--- src/rtl/dice_reader.sv ---
// -----------------------------------------------------------------------------
// dice_reader
//
// Consumes the 8-bit pip-pattern bus from the dice block. Each pattern must be
// stable before it is accepted. An accepted pattern is decoded to a face value
// of 1..6, to an idle/blank condition, or to an illegal pattern. Each accepted
// legal face is a roll, and a roll adds the face value to the score of the
// player selected by a one-hot turn vector. Scores saturate at the maximum.
//
// Parameters
//   STABLE_CYCLES  consecutive identical samples needed for acceptance (1..255)
//   SCORE_W        width of each player's score register (>= 3)
//
// Ports
//   clock     in   system clock, all state changes on posedge
//   reset     in   synchronous, active-low reset
//   display   in   [7:0] pip pattern from the dice block
//   turn      in   [3:0] one-hot current player
//   value     out  [2:0] accepted face 1..6, 0 when no face is accepted
//   valid     out  accepted pattern is a legal face
//   roll      out  one-cycle pulse after a new face is accepted
//   error     out  accepted pattern is illegal
//   bad_turn  out  sticky; a roll arrived while turn was not one-hot
//   score     out  [SCORE_W-1:0] score of the selected player, 0 if turn is
//                  not one-hot
// -----------------------------------------------------------------------------
`timescale 1ns/1ps

module dice_reader #(
  parameter int STABLE_CYCLES = 4,
  parameter int SCORE_W       = 8
) (
  input  logic               clock,
  input  logic               reset,
  input  logic [7:0]         display,
  input  logic [3:0]         turn,
  output logic [2:0]         value,
  output logic               valid,
  output logic               roll,
  output logic               error,
  output logic               bad_turn,
  output logic [SCORE_W-1:0] score
);

  localparam int                 NUM_PLAYERS = 4;
  localparam logic [7:0]         CNT_SAT     = 8'(STABLE_CYCLES);
  localparam logic [7:0]         CNT_ACCEPT  = 8'(STABLE_CYCLES - 1);
  localparam logic [SCORE_W-1:0] SCORE_MAX   = '1;

  typedef enum logic [1:0] {
    ST_IDLE,
    ST_FACE,
    ST_FAULT
  } state_e;

  typedef enum logic [1:0] {
    PAT_IDLE,
    PAT_FACE,
    PAT_ILLEGAL
  } pat_class_e;

  typedef struct packed {
    pat_class_e cls;
    logic [2:0] face;
  } decode_t;

  // Maps a pip pattern to its class and, for legal faces, the face value.
  function automatic decode_t decode_pattern(input logic [7:0] pat);
    decode_t d;
    d.cls  = PAT_FACE;
    d.face = 3'd0;
    unique case (pat)
      8'b0000_0010: d.face = 3'd1;
      8'b1001_0000: d.face = 3'd2;
      8'b1001_0010: d.face = 3'd3;
      8'b0110_1100: d.face = 3'd4;
      8'b0111_1100: d.face = 3'd5;
      8'b1111_1100: d.face = 3'd6;
      8'b0000_0000,
      8'b0000_0001: d.cls  = PAT_IDLE;
      default:      d.cls  = PAT_ILLEGAL;
    endcase
    return d;
  endfunction

  // Adds a face to a score and clamps at the all-ones maximum.
  function automatic logic [SCORE_W-1:0] sat_add(input logic [SCORE_W-1:0] a,
                                                 input logic [2:0]         f);
    logic [SCORE_W:0] f_ext;
    logic [SCORE_W:0] sum;
    f_ext      = '0;
    f_ext[2:0] = f;
    sum        = {1'b0, a} + f_ext;
    return sum[SCORE_W] ? SCORE_MAX : sum[SCORE_W-1:0];
  endfunction

  // ---------------------------------------------------------------------------
  // State
  // ---------------------------------------------------------------------------
  logic [7:0]         samp_q,     samp_d;
  logic [7:0]         cnt_q,      cnt_d;
  logic [7:0]         acc_q,      acc_d;
  state_e             state_q,    state_d;
  logic [2:0]         value_q,    value_d;
  logic               roll_q,     roll_d;
  logic               bad_turn_q, bad_turn_d;
  logic [SCORE_W-1:0] score_q [NUM_PLAYERS];
  logic [SCORE_W-1:0] score_d [NUM_PLAYERS];

  // ---------------------------------------------------------------------------
  // Input filter
  // ---------------------------------------------------------------------------
  logic    stable;
  logic    accept;
  decode_t dec;

  assign stable = (display == samp_q);
  // The count reaching its threshold only accepts while the bus still matches
  // the previous sample, so a change on that very edge restarts the count.
  // Comparing against acc_q stops an unchanged pattern from rolling twice.
  assign accept = stable && (cnt_q == CNT_ACCEPT) && (display != acc_q);
  assign dec    = decode_pattern(display);

  always_comb begin
    // NOTE: every variable written here gets a default first, so no path can
    // leave one unassigned and infer a latch.
    samp_d = display;
    cnt_d  = cnt_q;
    if (!stable) begin
      cnt_d = '0;
    end else if (cnt_q != CNT_SAT) begin
      cnt_d = cnt_q + 8'd1;
    end
  end

  // ---------------------------------------------------------------------------
  // Turn decode
  // ---------------------------------------------------------------------------
  logic       turn_onehot;
  logic [1:0] turn_idx;

  assign turn_onehot = (turn != 4'd0) && ((turn & (turn - 4'd1)) == 4'd0);

  always_comb begin
    turn_idx = '0;
    for (int i = 0; i < NUM_PLAYERS; i++) begin
      if (turn[i]) turn_idx = 2'(i);
    end
  end

  // ---------------------------------------------------------------------------
  // Accepted-pattern FSM
  // ---------------------------------------------------------------------------
  always_comb begin
    state_d = state_q;
    acc_d   = acc_q;
    value_d = value_q;
    roll_d  = 1'b0;
    if (accept) begin
      acc_d = display;
      unique case (dec.cls)
        PAT_IDLE: begin
          state_d = ST_IDLE;
          value_d = 3'd0;
        end
        PAT_FACE: begin
          state_d = ST_FACE;
          value_d = dec.face;
          roll_d  = 1'b1;
        end
        default: begin
          state_d = ST_FAULT;
          value_d = 3'd0;
        end
      endcase
    end
  end

  // ---------------------------------------------------------------------------
  // Scoring: a roll credits the player selected by the turn vector sampled on
  // the accepting edge, or flags the turn if it is not one-hot.
  // ---------------------------------------------------------------------------
  always_comb begin
    score_d    = score_q;
    bad_turn_d = bad_turn_q;
    if (accept && (dec.cls == PAT_FACE)) begin
      if (turn_onehot) begin
        score_d[turn_idx] = sat_add(score_q[turn_idx], dec.face);
      end else begin
        bad_turn_d = 1'b1;
      end
    end
  end

  // ---------------------------------------------------------------------------
  // Registers
  // ---------------------------------------------------------------------------
  always_ff @(posedge clock) begin
    // NOTE: state updates use non-blocking assignments, so every flop samples
    // the values that held before the edge, whatever order the lines are in.
    if (!reset) begin
      samp_q     <= '0;
      cnt_q      <= '0;
      acc_q      <= '0;
      state_q    <= ST_IDLE;
      value_q    <= '0;
      roll_q     <= 1'b0;
      bad_turn_q <= 1'b0;
      // NOTE: the score array is architectural state that must read 0 after
      // reset, so it is cleared here like any other flop. It is not left as an
      // unreset memory.
      for (int i = 0; i < NUM_PLAYERS; i++) begin
        score_q[i] <= '0;
      end
    end else begin
      samp_q     <= samp_d;
      cnt_q      <= cnt_d;
      acc_q      <= acc_d;
      state_q    <= state_d;
      value_q    <= value_d;
      roll_q     <= roll_d;
      bad_turn_q <= bad_turn_d;
      score_q    <= score_d;
    end
  end

  // ---------------------------------------------------------------------------
  // Outputs
  // ---------------------------------------------------------------------------
  assign value    = value_q;
  assign roll     = roll_q;
  assign bad_turn = bad_turn_q;
  assign valid    = (state_q == ST_FACE);
  assign error    = (state_q == ST_FAULT);

  always_comb begin
    score = '0;
    if (turn_onehot) score = score_q[turn_idx];
  end

endmodule

--- config.mk ---
export PLATFORM = sky130hd
export DESIGN_NAME = dice_reader
export DESIGN_NICKNAME = d
export VERILOG_FILES = /design/src/rtl/dice_reader.sv
export SDC_FILE = /design/constraint.sdc
export NUM_CORES = 1
export LEC_CHECK = 0
export BUFFER_PORTS_ARGS = -buffer_cell sky130_fd_sc_hd__buf_4
export CORE_MARGIN = 8
export CORE_UTILIZATION = 55
export DETAILED_ROUTE_END_ITERATION = 8
export MAX_ROUTING_LAYER = met4
export PLACE_DENSITY = 0.75
export SYNTH_ARGS = -nofsm -noshare
export SYNTH_HDL_FRONTEND = slang
export SYNTH_SLANG_ARGS = --single-unit
--- constraint.sdc ---
create_clock -name clock -period 4.19 [get_ports clock]
set_input_delay 0.838 -clock clock [delete_from_list [all_inputs] [get_ports clock]]
set_output_delay 0.838 -clock clock [all_outputs]
set_load 0.005 [all_outputs]
# --- Word level (Yosys, flattened, before mapping) ---
# Cells that the tools add are included.
word_totals:
  regBits: 63
  latchBits: 0
  ram_bits: 0
  mem_bits_ro: 0
  in_bits: 14
  out_inout_bits: 15
  elab_cells: 64
  memories: 0
op_classes:
  addsub: 3
  n_mul: 0
  div_mod_pow: 0
  order_cmp: 2
  n_eq_ne: 14
  n_shift: 0
  n_mux: 16
  bitwise_logic: 3
  reduce_logical: 15
ops:
  columns: ["cell", "n"]
  rows:
  - ["$mux 8", 5]
  - ["$bwmux 32", 1]
  - ["$eq 8x8->1 const B", 3]
  - ["$pmux 3 s6", 1]
  - ["$bmux 8 s2", 1]
  - ["$demux 8 s2", 1]
  - ["$eq 8x2->1 const B", 2]
  - ["$eq 8x7->1 const B", 2]
  - ["$add 8x3->9", 1]
  - ["$add 8x1->8 const B", 1]
  - ["$eq 8x1->1 const B", 1]
  - ["$eq 8x8->1", 1]
  - ["$logic_not 8->1", 1]
  - ["$ne 8x3->1 const B", 1]
  - ["$ne 8x8->1", 1]
  - ["$pmux 2 s2", 2]
  - ["$reduce_and 2->1", 4]
  - ["$reduce_or 6->1", 1]
  - ["$logic_and 1x1->1", 5]
  - ["$and 4x4->4", 1]
  - ["$eq 2x1->1 const B", 2]
  - ["$logic_not 4->1", 1]
  - ["$mux 2", 2]
  - ["$reduce_bool 4->1", 1]
  - ["10 further kinds", 11]

# --- Logic depth before layout (Yosys ltp) ---
logic_depth:
  depth_word: 10
  ltp_mapped: 12
  mapped_depth_nobuf: 10

# --- Worst setup path after synthesis ---
# OpenSTA, ideal clock, no wires.
synth_path:
  path_type: "input port to flip-flop"
  from: "in turn[3]"
  to: "reg score_q[29] (netlist name)"
  setup_ns: 0.139
  arrival_ns: 3.177
  required_time_ns: 4.051
  setup_slack_ns: 0.874
  cell_stages: 12
  path_buffers: 2
  cell_sequence: "clkbuf_1 clkbuf_1 inv_1 o22ai_1 a21oi_1 ha_1 fa_1 a21o_1 nand4_1 nor3_1 o31ai_1 mux2i_1"
synth_between:
  elab_chain_cells: 8
  elab_cells_between_ends: 19
  cone_classes: "add/sub (2); order compare (2); mux (8); bitwise (2); reduce/logical (5)"
synth_rtl:
  columns: ["element", "line_no", "source"]
  rows:
  - ["from (decl)", "36", "input logic [3:0] turn,"]
  - ["$mux 2", "147", "if (turn[i]) turn_idx = 2'(i);"]
  - ["$not 2->3 (not written as such)", "188", "score_d[turn_idx] = sat_add(score_q[turn_idx], dec.face);"]
  - ["$bmux 8 s2", "188", null]
  - ["$mux 8 (not written as such) (2 in a row)", "188", null]
  - ["$add 8x3->9", "93", "sum = {1'b0, a} + f_ext;"]
  - ["$mux 8", "94", "return sum[SCORE_W] ? SCORE_MAX : sum[SCORE_W-1:0];"]
  - ["$bwmux 32", "188", null]
  - ["to (signal assigned)", "223", "score_q <= score_d;"]
  - ["to (decl)", "107", "logic [SCORE_W-1:0] score_q [NUM_PLAYERS];"]
# Several ways; a longest one is shown, not always the timed one. The select of a mux whose other input is x is not followed.
# A chain may end at the register's enable or synchronous reset.

# --- Worst setup path in the final report ---
layout_path:
  from: "in turn[3]"
  to: "reg score_q[5] (netlist name)"
# Same word-level chain as after synthesis.

==> metrics.md <==
| Metric | Value |
|---|---|
| Status | `complete, no violations` |
| Max-cap check violation count | `0` |
| RSZ-0062 raised after global routing | `false` |
| Total power draw | `1.159 mW` |
| Final nets | `416` |
| WP data required | `4.39 ns` |
| Most used DFF post-synth | `dfxtp_1` |
| Num rows | `27` |
| Die Span Y | `91.46 µm` |
| Core Area | `5507 µm²` |
| Critical path depth | `11` |
| Worst Tran Pin Value | `0.8626 ns` |
| Post-synth EDFFs | `0` |
| CTS buffer count | `9` |
| P&R area growth vs syn | `13.14%` |
| CP startpoint | `turn[3]` |
| Post-route minimum period | `3.232 ns` |
| Syn_nets | `393` |
| Gr ovfl total | `0` |
| Share of layout cells above drive strength 1 | `13.72%` |
| Maximum VDD drop | `201.0 µV` |
| Setup-failing EPs final | `0` |
| Synth Warn # | `0` |
| Placed cell area | `3377 µm²` |
| Post-Syn Area | `3132 µm²` |
| Final WL | `7402 µm` |
| Library cells used by synthesis | `51` |
| Post-CTS sizing | `0` |
| Int Power | `0.8523 mW` |
| Drt pass-1 iters | `4` |
| Worst min path class | `reg -> reg` |
| Top cells by area, synth | `dfxtp_1 (40%), a21oi_1 (5.9%), nand2_1 (4.9%), mux2i_1 (4.5%), nor2_1 (4.2%)` |
| Fin Setup TNS | `0 ns` |
| Largest net degree at the start of global routing | `48` |
| CTS tree | `yes` |
| Initial Utilization | `56.87%` |
| Root Driver | `clkbuf_8` |
| Clock Latency Late Sink | `0.35 ns` |
| Psw | `0.3063 mW` |
| Comb power frac | `8.1%` |
| Cells after Synth | `373` |
| Hpwl dp | `5269 µm` |
| Clk pwr share | `39.8%` |
| RR Startpoint | `cnt_q[4]$_SDFFE_PN0P_` |
| Net Sw Frac | `26.44%` |
| Area leader, netlist | `dfxtp_1` |
| Iter 0 DRT Violations | `127` |
| Final hold slack | `0.4515 ns` |
| Slowest stage delay, CP | `0.48 ns` |
| Crit-path max FO | `18` |
| Period utilisation layout | `77.14%` |
| Die area | `8365 µm²` |
| IO Port Bufs | `28` |
| Register area | `1261 µm²` |
| Top-area cell type share of the netlist area | `40.27%` |
| Max frequency | `309.4 MHz` |
| CP Launch Type | `input pin` |
| GPL Wtd Cong | `0.9051` |
| Commonest cells in the netlist | `dfxtp_1 (63), nand2_1 (41), a21oi_1 (37), nor2_1 (35), o21ai_0 (23)` |
| Register area share after synthesis | `40.27%` |
| Crit path buf inv count | `1` |
| GR Util All Layers | `18.76%` |
| Reg2reg path depth | `7` |
| Rel. slew slack | `42.18%` |
| Initial antenna violation count | `0` |
| Wire per inst | `15.65 µm` |
| Worst Setup End Kind | `flop` |
| CP arrival | `3.43 ns` |
| Sequential fraction of design power | `52.2%` |
| Delay-heaviest family, CP | `compound AO/OA/AOI/OAI gates` |
| # fillers | `481` |
| P per Cell Area | `327.0 nW/µm²` |
| CP max stage cell | `or3_1` |
| Vias | `2740` |
| Final hold violation count | `0` |
| First-pass GRT wire length | `12410 µm` |
| Diode count | `0` |
| Multi-input logic area | `1767 µm²` |
| Residual DRC | `0` |
| Vias/cell | `5.793` |
| R2r endpoint | `score_q[27]$_SDFFE_PN0P_` |
| H-tree Lvls | `3` |
| Async set-reset flop share out of synthesis | `0%` |
| Clock slew at the register clock pins of the worst setup and hold paths | `0.07 ns` |
| Sink Count | `63` |
| Setup CP Type | `in -> reg` |
| Fin area | `3543 µm²` |
| Setup Fix Bufs, Post-CTS | `0` |
| Antenna Nets Post-Route | `0` |
| Fin Clk Skew | `0.01196 ns` |
| I/O pins | `29` |
| Slew Limit Fails | `0` |
| Post-synthesis average cell area | `8.396 µm²` |
| FF+latch count, synth | `63` |
| Cell with the most instances after synthesis | `dfxtp_1` |
| Die Width | `91.46 µm` |
| Buffer levels on the longest clock path | `2` |
| Hold Buf Count CTS | `0` |
| R2R setup slack | `1.39 ns` |
| Worst path cell trace | `buf_4, or3_1, o22ai_1, a21oi_1, ha_1, fa_1, a21o_1, nand4_1, nor3_1, o31ai_1, mux2i_1` |
| Setup crit end | `score_q[5]$_SDFFE_PN0P_` |
| Number of global-route vias before repair | `2652` |
| Leak Pwr | `1.363 nW` |
[cell type report]
cell class | count | share of cell area [%]
Clock buffer | 11 | 3.708
Clock inverter | 5 | 0.9887
Inverter | 5 | 0.5297
Multi-Input combinational cell | 285 | 49.86
Sequential cell | 63 | 35.59
Tap cell | 72 | 2.542
Timing Repair Buffer | 32 | 6.780
[cells by family (layout without fill, tap and decap cells)]
logic type | count (synthesis) | count (layout) | synth area share, %
multiplexers | 14 | 14 | 4.474
AND/OR/NAND/NOR | 148 | 148 | 24.29
flip-flops | 63 | 63 | 40.27
buffers and inverters | 25 | 53 | 3.316
AO/OA/AOI/OAI | 91 | 91 | 17.74
XOR/XNOR | 26 | 26 | 7.271
adder cells (fa/ha/maj) | 6 | 6 | 2.637
[flip-flops by register name, summed over array words and instances (netlist names)]
register and flops:
value 3, acc_q 8, cnt_q 8, samp_q 8, state_q 2, score_q 32
roll 1, bad_turn 1
[worst min path at each step]
stage	endpoint	slack (ns)	startpoint	cells past startpoint
6_report	value[2]$_SDFFE_PN0P_	0.45	value[2]$_SDFFE_PN0P_	2
5_1_grt	value[2]$_SDFFE_PN0P_	0.48	value[2]$_SDFFE_PN0P_	2
4_1_cts	value[2]$_SDFFE_PN0P_	0.46	value[2]$_SDFFE_PN0P_	2
3_5_place_dp	value[2]$_SDFFE_PN0P_	0.45	value[2]$_SDFFE_PN0P_	2
3_3_place_gp	value[1]$_SDFFE_PN0P_	0.44	value[1]$_SDFFE_PN0P_	2
2_1_floorplan	score_q[31]$_SDFFE_PN0P_	0.43	score_q[31]$_SDFFE_PN0P_	2
[worst min-delay path, cell delays in order (launching register included)]
cell,delay [ns]
dfxtp_1,0.31
nand2_1,0.05
a21oi_1,0.05
[through the flow]
stage	cells	setup slack, ns	util [%]
floorplan	373	0.8736	-
global placement	457	0.6803	61.33
detailed placement	457	0.6147	61.33
CTS	473	0.9794	64.35
global route	473	0.7509	64.35
finish	473	0.9579	64.35
[power groups by stage]
stage          combinational [mW]  sequential, mW  clock [mW]
2_1_floorplan              0.0627           0.618           0
4_1_cts                    0.0932           0.604       0.467
3_5_place_dp               0.0928           0.618           0
3_3_place_gp               0.0909           0.618           0
5_1_grt                     0.103           0.604       0.489
6_report                   0.0935           0.604       0.461
[cell usage in the layout, fill, tap and decap left out, types with 3 or more instances in the layout]
cell type and instances:
or3_1 4, inv_1 4, nor4_1 5, nor2_1 35, mux2i_1 14, o21ai_0 23, xor2_1 14, nand4_1 5
ha_1 5, o31ai_1 4, nand2_1 41, dfxtp_1 63, a21oi_1 37, clkbuf_8 9, buf_4 32, o22ai_1 3
nor3b_1 3, and3_1 3, a31o_2 3, nor3_1 7, and2_1 9, nor2b_1 13, xnor2_1 12, o2bb2ai_1 3
a21o_1 3, nand3_1 11
[layer usage]
layer | global-route usage [%] | share of wire, %
met5 | - | 0
met4 | 12.14 | 2.9
met3 | 4.362 | 6.1
met2 | 28.69 | 47
met1 | 21.56 | 44
Note: power is estimated with default switching activity, not from simulation.
